[src/rtl/uart_tx_arbiter.sv]
// uart_tx_arbiter: round-robin arbiter that multiplexes four byte streams onto one
// 8N1 transmitter. The owner keeps the transmitter for up to MAX_BURST bytes.
// The owner is also released when its message ends, its request drops, or the
// transmitter stops answering.
module uart_tx_arbiter #(
  parameter int unsigned MAX_BURST  = 16,
  parameter logic [15:0] TX_TIMEOUT = 16'd2000
) (
  input  logic        clk,
  input  logic        resetn,
  input  logic [3:0]  req,
  input  logic [31:0] req_byte,
  input  logic [3:0]  req_last,
  output logic [3:0]  ack,
  output logic [3:0]  grant,
  output logic        tx_senddata,
  output logic [7:0]  tx_byte,
  input  logic        tx_done,
  output logic        busy,
  output logic        err_timeout,
  input  logic        err_clr
);

  typedef enum logic [1:0] {
    IDLE = 2'd0,
    LOAD = 2'd1,
    WAIT = 2'd2
  } state_t;

  localparam logic [7:0] MAX_BURST_C = 8'(MAX_BURST);

  state_t      state_q, state_d;
  logic [1:0]  owner_q, owner_d;
  logic [1:0]  last_owner_q, last_owner_d;
  logic [3:0]  grant_q, grant_d;
  logic [3:0]  ack_q, ack_d;
  logic        tx_send_q, tx_send_d;
  logic [7:0]  tx_byte_q, tx_byte_d;
  logic        last_q, last_d;
  logic [7:0]  burst_q, burst_d;
  logic [15:0] wait_cnt_q, wait_cnt_d;
  logic        busy_q, busy_d;
  logic        err_q, err_d;

  logic [1:0]  rr_pick;
  logic [1:0]  rr_cand;
  logic        rr_found;
  logic        rel_now;
  logic        timeout_hit;

  // Round-robin search: first requester at or after last_owner+1, wrapping mod 4
  always_comb begin
    rr_pick  = last_owner_q + 2'd1;
    rr_cand  = last_owner_q + 2'd1;
    rr_found = 1'b0;
    for (int i = 1; i <= 4; i++) begin
      rr_cand = last_owner_q + 2'(i);
      if (!rr_found && req[rr_cand]) begin
        rr_pick  = rr_cand;
        rr_found = 1'b1;
      end
    end
  end

  // Next-state and next-output computation for the IDLE/LOAD/WAIT controller
  always_comb begin
    state_d      = state_q;
    owner_d      = owner_q;
    last_owner_d = last_owner_q;
    grant_d      = grant_q;
    ack_d        = 4'b0000;
    tx_send_d    = 1'b0;
    tx_byte_d    = tx_byte_q;
    last_d       = last_q;
    burst_d      = burst_q;
    wait_cnt_d   = wait_cnt_q;
    err_d        = err_q;
    rel_now      = 1'b0;
    timeout_hit  = 1'b0;

    unique case (state_q)
      IDLE: begin
        if (|req) begin
          owner_d = rr_pick;
          grant_d = 4'b0001 << rr_pick;
          state_d = LOAD;
        end
      end
      LOAD: begin
        tx_byte_d  = req_byte[{owner_q, 3'b000} +: 8];
        tx_send_d  = 1'b1;
        ack_d      = 4'b0001 << owner_q;
        last_d     = req_last[owner_q];
        burst_d    = (burst_q == 8'hFF) ? burst_q : burst_q + 8'd1;
        wait_cnt_d = 16'd0;
        state_d    = WAIT;
      end
      WAIT: begin
        if (tx_done) begin
          if (last_q || (burst_q == MAX_BURST_C) || !req[owner_q]) begin
            rel_now = 1'b1;
          end else begin
            state_d = LOAD;
          end
        end else if (({1'b0, wait_cnt_q} + 17'd1) >= {1'b0, TX_TIMEOUT}) begin
          timeout_hit = 1'b1;
          rel_now     = 1'b1;
        end else begin
          wait_cnt_d = wait_cnt_q + 16'd1;
        end
      end
      default: begin
        state_d = IDLE;
        grant_d = 4'b0000;
      end
    endcase

    if (rel_now) begin
      grant_d      = 4'b0000;
      last_owner_d = owner_q;
      burst_d      = 8'd0;
      wait_cnt_d   = 16'd0;
      state_d      = IDLE;
    end

    // A timeout that lands together with a clear request must stay visible
    if (err_clr) begin
      err_d = 1'b0;
    end
    if (timeout_hit) begin
      err_d = 1'b1;
    end

    busy_d = (state_d != IDLE);
  end

  // State and output registers; last_owner resets to 3 so requester 0 wins first
  always_ff @(posedge clk) begin
    if (!resetn) begin
      state_q      <= IDLE;
      owner_q      <= 2'd0;
      last_owner_q <= 2'd3;
      grant_q      <= 4'b0000;
      ack_q        <= 4'b0000;
      tx_send_q    <= 1'b0;
      tx_byte_q    <= 8'h00;
      last_q       <= 1'b0;
      burst_q      <= 8'd0;
      wait_cnt_q   <= 16'd0;
      busy_q       <= 1'b0;
      err_q        <= 1'b0;
    end else begin
      state_q      <= state_d;
      owner_q      <= owner_d;
      last_owner_q <= last_owner_d;
      grant_q      <= grant_d;
      ack_q        <= ack_d;
      tx_send_q    <= tx_send_d;
      tx_byte_q    <= tx_byte_d;
      last_q       <= last_d;
      burst_q      <= burst_d;
      wait_cnt_q   <= wait_cnt_d;
      busy_q       <= busy_d;
      err_q        <= err_d;
    end
  end

  assign ack         = ack_q;
  assign grant       = grant_q;
  assign tx_senddata = tx_send_q;
  assign tx_byte     = tx_byte_q;
  assign busy        = busy_q;
  assign err_timeout = err_q;

endmodule

[config.mk]
export PLATFORM = sky130hd
export DESIGN_NAME = uart_tx_arbiter
export DESIGN_NICKNAME = d
export VERILOG_FILES = /design/src/rtl/uart_tx_arbiter.sv
export SDC_FILE = /design/constraint.sdc
export NUM_CORES = 1
export LEC_CHECK = 0
export BUFFER_PORTS_ARGS = -buffer_cell sky130_fd_sc_hd__clkbuf_2
export CAP_MARGIN = 10
export CORE_MARGIN = 2
export CORE_UTILIZATION = 40
export DETAILED_ROUTE_END_ITERATION = 8
export RECOVER_POWER = 100
export SYNTH_ARGS = -nofsm -noshare
export SYNTH_HDL_FRONTEND = slang
export SYNTH_SLANG_ARGS = --single-unit
[constraint.sdc]
create_clock -name clk -period 2.3 [get_ports clk]
set_input_delay 0.23 -clock clk [delete_from_list [all_inputs] [get_ports clk]]
set_output_delay 0.23 -clock clk [all_outputs]
set_load 0.02 [all_outputs]
---- Word level (Yosys, flattened, before mapping) ----
Cells that the tools add are included.
word-level totals
  register bits after elaboration ......... 50
  input bits .............................. 44
  output and inout port bits .............. 19
  word-level logic and storage cells ...... 95
cells by class
  add/sub/neg operators ................... 6
  magnitude comparators ................... 6
  eq/ne operators ......................... 7
  shifts and indexed selects .............. 3
  muxes and demuxes ....................... 37
  bitwise operators ....................... 3
  reduce and logical (&&, ||, !) cells .... 21
operators by type and width
  operator                                               number
  2-to-1 mux 16 bit                                      2
  case mux 16 bit (2 select lines)                       1
  indexed part select 32 x 6 -> 8 bit                    1
  2-to-1 mux 1 bit                                       18
  adder 16 x 1 -> 17 bit, second input constant          1
  >= comparator 17 x 11 -> 1 bit, second input constant  1
  adder 16 x 1 -> 16 bit, second input constant          1
  < comparator 2 x 3 -> 1 bit, second input constant     5
  2-to-1 mux 2 bit                                       7
  binary-select mux 1 bit (select 2 bit)                 6
  adder 8 x 1 -> 8 bit, second input constant            1
  equality test 8 x 5 -> 1 bit, second input constant    1
  equality test 8 bit, second input constant             1
  case mux 4 bit (2 select lines)                        1
  AND reduction 2 bit                                    4
  << shifter 1 x 2 -> 4 bit, first input constant        2
  != test 2 bit, second input constant                   3
  case mux 2 bit (3 select lines)                        1
  nonzero test 2 bit                                     3
  adder 2 bit, second input constant                     2
  logical NOT 1 bit                                      4
  2-to-1 mux 4 bit                                       1
  OR reduction 2 bit                                     2
  OR reduction 4 bit                                     1
  other kinds (8)                                        13

---- Depth between registers and ports, before layout ----
  word-level depth ........................ 16
  mapped depth ............................ 9
  gate-level depth less buffers ........... 8

---- Least setup slack after synthesis ----
Ideal clock, no wire load.
  kind .................................... register -> register
  from .................................... register wait_cnt_q[0]
  to ...................................... register wait_cnt_q[8]
  arrival time ............................ 2.298 ns
  data required time ...................... 2.226 ns
  path slack .............................. -0.072 ns
  cell stages (with the launch flop) ...... 8
  buffers on the path ..................... 0
  clock period less this slack ............ 2.372 ns
  path through ............................ dfxtp_1 ha_1 nand3_1 nor4_1 mux2i_1 nand4_1 or4_1 a31oi_1
between the ends
  word-level cells in the longest chain between the ends .. 6
  elaborated cells on any way between the ends .. 12
  those cells by class .................... 2 x add/sub; 1 x order compare; 1 x eq/ne; 6 x mux; 2 x reduce/logical
RTL lines
  element                              line  text
  from (decl)                          41    logic [15:0] wait_cnt_q, wait_cnt_d;
  from (signal assigned)               162   wait_cnt_q <= wait_cnt_d;
  adder 16 x 1 -> 17 bit               105   end else if (({1'b0, wait_cnt_q} + 17'd1) >= {1'b0, TX_TIMEOUT}) begin
  >= comparator 17 x 11 -> 1 bit       105
  2-to-1 mux 1 bit                     105
  2-to-1 mux 1 bit                     99    if (tx_done) begin
  2-to-1 mux 1 bit                     81    unique case (state_q)
  OR reduction 2 bit (no source line)  n/a
Parallel ways exist; a longest one is shown, timed or not. The select of a mux whose other input is x is not followed.
A chain may end at the register's enable or synchronous reset.

---- Final worst setup path ----
  from .................................... register wait_cnt_q[8]
  to ...................................... register wait_cnt_q[6]
between the ends
  word-level cells in the longest chain between the ends .. 6
  elaborated cells on any way between the ends .. 8
  those cells by class .................... 1 x add/sub; 1 x order compare; 1 x eq/ne; 3 x mux; 2 x reduce/logical
RTL lines
  element                              line
  adder 16 x 1 -> 17 bit (*)           105
  >= comparator 17 x 11 -> 1 bit (*)   105
  2-to-1 mux 1 bit                     105
  2-to-1 mux 1 bit                     99
  2-to-1 mux 1 bit                     81
  OR reduction 2 bit (no source line)  n/a
Mark *: on every way between the ends. The rest lies on a longest branch, timed or not.

==> impl_metrics.toml <==
[critical_path]
crit_path_end_kind = "flip-flop"
critical_path_class = "flip-flop to flip-flop"
path_max_fanout = 7
worstPathRequired_ns = 2.48
arrival_ns = 2.51
crit_path_start_kind = "flip-flop"

[power_and_ir_drop]
power_density_nw_per_um2 = 818.9
ir_worst_vdd_mv = 0.3805
leakagePower_nw = 1.524
finalPower_mw = 3.204

[timing]
worst_pin_slew_ns = 0.8053
timing.max_slew.rel_slack_pct = 46.32
skew_ns = 0.01291
setup_tns_ns = -0.1443
min_period_ns = 2.329
finalHoldViolCount = 0
drv_slew = 0
rsz0062_at_grt = "true"
period_share_pct = 101.2
worst_slack_ns = -0.02854
fmaxAchievable_ghz = 0.4295
setup-violations-final = 22

[yosys]
synth_cell_types = 55
synth_edf_count = 0
syn_nets = 359
synth-main-ff-cell = "dfxtp_1"
ys_warn_count = 0
async_flop_share_pct = 0
synth_seq_area_share_pct = 35.46
avgSynthCellArea_um2 = 9.165
ys_seq_elements = 50
synth_area_um2 = 2823
synthCells = 308

[placement]
place_congestion = 0.8555
preCtsSetupSlack_ns = -0.04613
hpwl_um = 5009
port_buffers = 62
placed_cell_area_um2 = 3466

[finish]
layout_common_cells = "clkbuf_2, dfxtp_1, buf_4"
drive_gt1_share_pct = 36.08
final_common_cell = "clkbuf_2"
fin_area_um2 = 3913
nets = 463
antenna_cells = 0
syn2layout_area_growth_pct = 38.61

[die]
core-area_um2 = 6794
die_h_um = 88.01
fp.dieArea_um2 = 7745
start_util_pct = 41.55
num_io_pins = 63
die_w_um = 88.01
rows = 30

[global_route]
use_met1_pct = 24.75
globalRoute.totalOverflow = 0
grtUsageTotal_pct = 18.86
met3_usage_pct = 3.864
grt-busiest-layer = "met2"
use_met2_pct = 31.96
grt_antenna_before_repair = 0
grt_start_max_net_pins = 18
grt_pass1_wl_um = 11740
grt_pass1_vias = 2624

[cts]
clock_sinks = 50
path_clk_slew_ns = 0.10
clk_latency_ns = 0.31
cts_buffers = 5
htree_levels = 2
cts_buffer_depth = 2
root_buffer = "clkbuf_8"
cts_tree = "done"

[flow_run]
max-cap-violations = 0

[detailed_routing]
drc_errors = 0
drt-initial-drc-count = 116
vias = 2721
post_drt_wl_per_cell_um = 14.59
viasPerCell = 5.346
first_pass_iters = 8
routed_wl_um = 7427
final_antenna_net_count = 0

[outcome]
violations = "setup timing"
outcome = "finished with violations"

[hold_path]
hp-class = "primary input to flip-flop"
-- final cells by class --
type | instances | area, um^2
fill | 585 | 2882
multi-input combinational | 219 | 1798
sequential | 50 | 1020
timing repair buffer | 115 | 753.2
tap | 96 | 120.1
clock buffer | 6 | 82.58
inverter | 21 | 78.83
clock inverter | 2 | 60.06
-- synthesized netlist by cell type, drive strengths merged (2+ instances only) --
cell type | number | share of area [%]
mux2i | 13 | 4.6
a21oi | 13 | 2.3
nor2b | 14 | 3.1
or4 | 7 | 2.0
nor2 | 16 | 2.1
dfxtp | 50 | 35
xnor2 | 3 | 0.93
a22oi | 2 | 0.53
a221oi | 2 | 0.62
nand3 | 9 | 1.6
mux4 | 10 | 8.0
o21ai | 7 | 1.2
ha | 7 | 3.1
o311a | 2 | 0.71
inv | 21 | 2.8
a211oi | 2 | 0.53
or2 | 3 | 0.75
or3 | 2 | 0.44
and3b | 2 | 0.62
o211ai | 11 | 2.9
and2 | 5 | 1.1
a211o | 2 | 0.62
xor2 | 5 | 1.6
nor3 | 13 | 2.3
nand2b | 3 | 0.66
clkbuf | 10 | 1.3
nor3b | 3 | 0.80
o21a | 4 | 1.1
and3 | 2 | 0.44
a31oi | 7 | 1.6
nor4 | 4 | 0.89
buf | 8 | 2.3
nand2 | 20 | 2.7
nand4 | 11 | 3.0
-- power breakdown --
| group | switching (mW) | internal [mW] | total (mW) | leakage (nW) |
|---|---|---|---|---|
| combinational | 0.743 | 0.593 | 1.34 | 1.04 |
| clock | 0.310 | 0.464 | 0.775 | 0.0714 |
| sequential | 0.0858 | 1.01 | 1.09 | 0.412 |
| total | 1.14 | 2.06 | 3.20 | 1.52 |
-- worst max-delay path, cell delays in order (launching register included) --
cell,delay (ns)
dfxtp_1,0.38
nand3_2,0.19
or2_1,0.32
or4_4,0.50
and4_4,0.22
a41oi_4,0.29
buf_6,0.15
buf_6,0.12
a311oi_1,0.04
-- flip-flops by register name, indices dropped and copies added (netlist names) --
register,count
wait_cnt_q,16
burst_q,8
tx_byte,8
ack,4
grant,4
last_owner_q,2
owner_q,2
state_q,2
busy,1
err_timeout,1
last_q,1
tx_senddata,1
-- worst paths after layout --
path	depth (start not counted)	slack [ns]	end	from
setup / recovery	8	-0.03	wait_cnt_q[6]$_SDFFE_PP0P_	wait_cnt_q[8]$_SDFFE_PP0P_
setup reg to reg	8	-0.03	wait_cnt_q[6]$_SDFFE_PP0P_	wait_cnt_q[8]$_SDFFE_PP0P_
hold reg to reg	2	0.46	grant[1]$_SDFFE_PP0P_	grant[1]$_SDFFE_PP0P_
hold / removal	3	0.24	err_timeout$_SDFFE_PN0P_	err_clr
-- metrics by stage --
step	hold slack, ns	utilization (%)	instances
after floorplan	0.4387	-	308
after global placement	0.4504	51.01	487
after detailed placement	0.4522	51.01	487
after CTS	0.2368	54.13	498
after global routing	0.2421	57.59	509
final	0.2417	57.59	509
-- logic make-up (layout without fill, tap and decap cells) --
kind of cell / Yosys count / in the layout / share of synthesized area, %
simple gates: 119 / 119 / 24.07
compound gates: 62 / 62 / 15.87
flops: 50 / 50 / 35.46
buf+inv: 39 / 144 / 6.428
mux: 23 / 23 / 12.59
xor+xnor: 8 / 8 / 2.482
fa+ha+maj: 7 / 7 / 3.103
-- what timing repair did --
item / 4_1_cts / 5_1_grt
resized for setup: 11 / 43
setup endpoints to repair: 32 / 33
hold buffers: 0 / 0
pin swaps: 6 / 22
setup buffers: 2 / 10
gates cloned: 1 / 2
-- routing by layer --
| layer | share of wire (%) | wire length, um | vias to the layer above |
|---|---|---|---|
| met2 | 50 | 3738 | 74 |
| met4 | 1.2 | 92 | 0 |
| met1 | 44 | 3284 | 1290 |
| met3 | 4.2 | 311 | 10 |
| met5 | 0 | 0 | - |
| li1 | - | - | 1347 |
(Power assumes the default switching activity.)
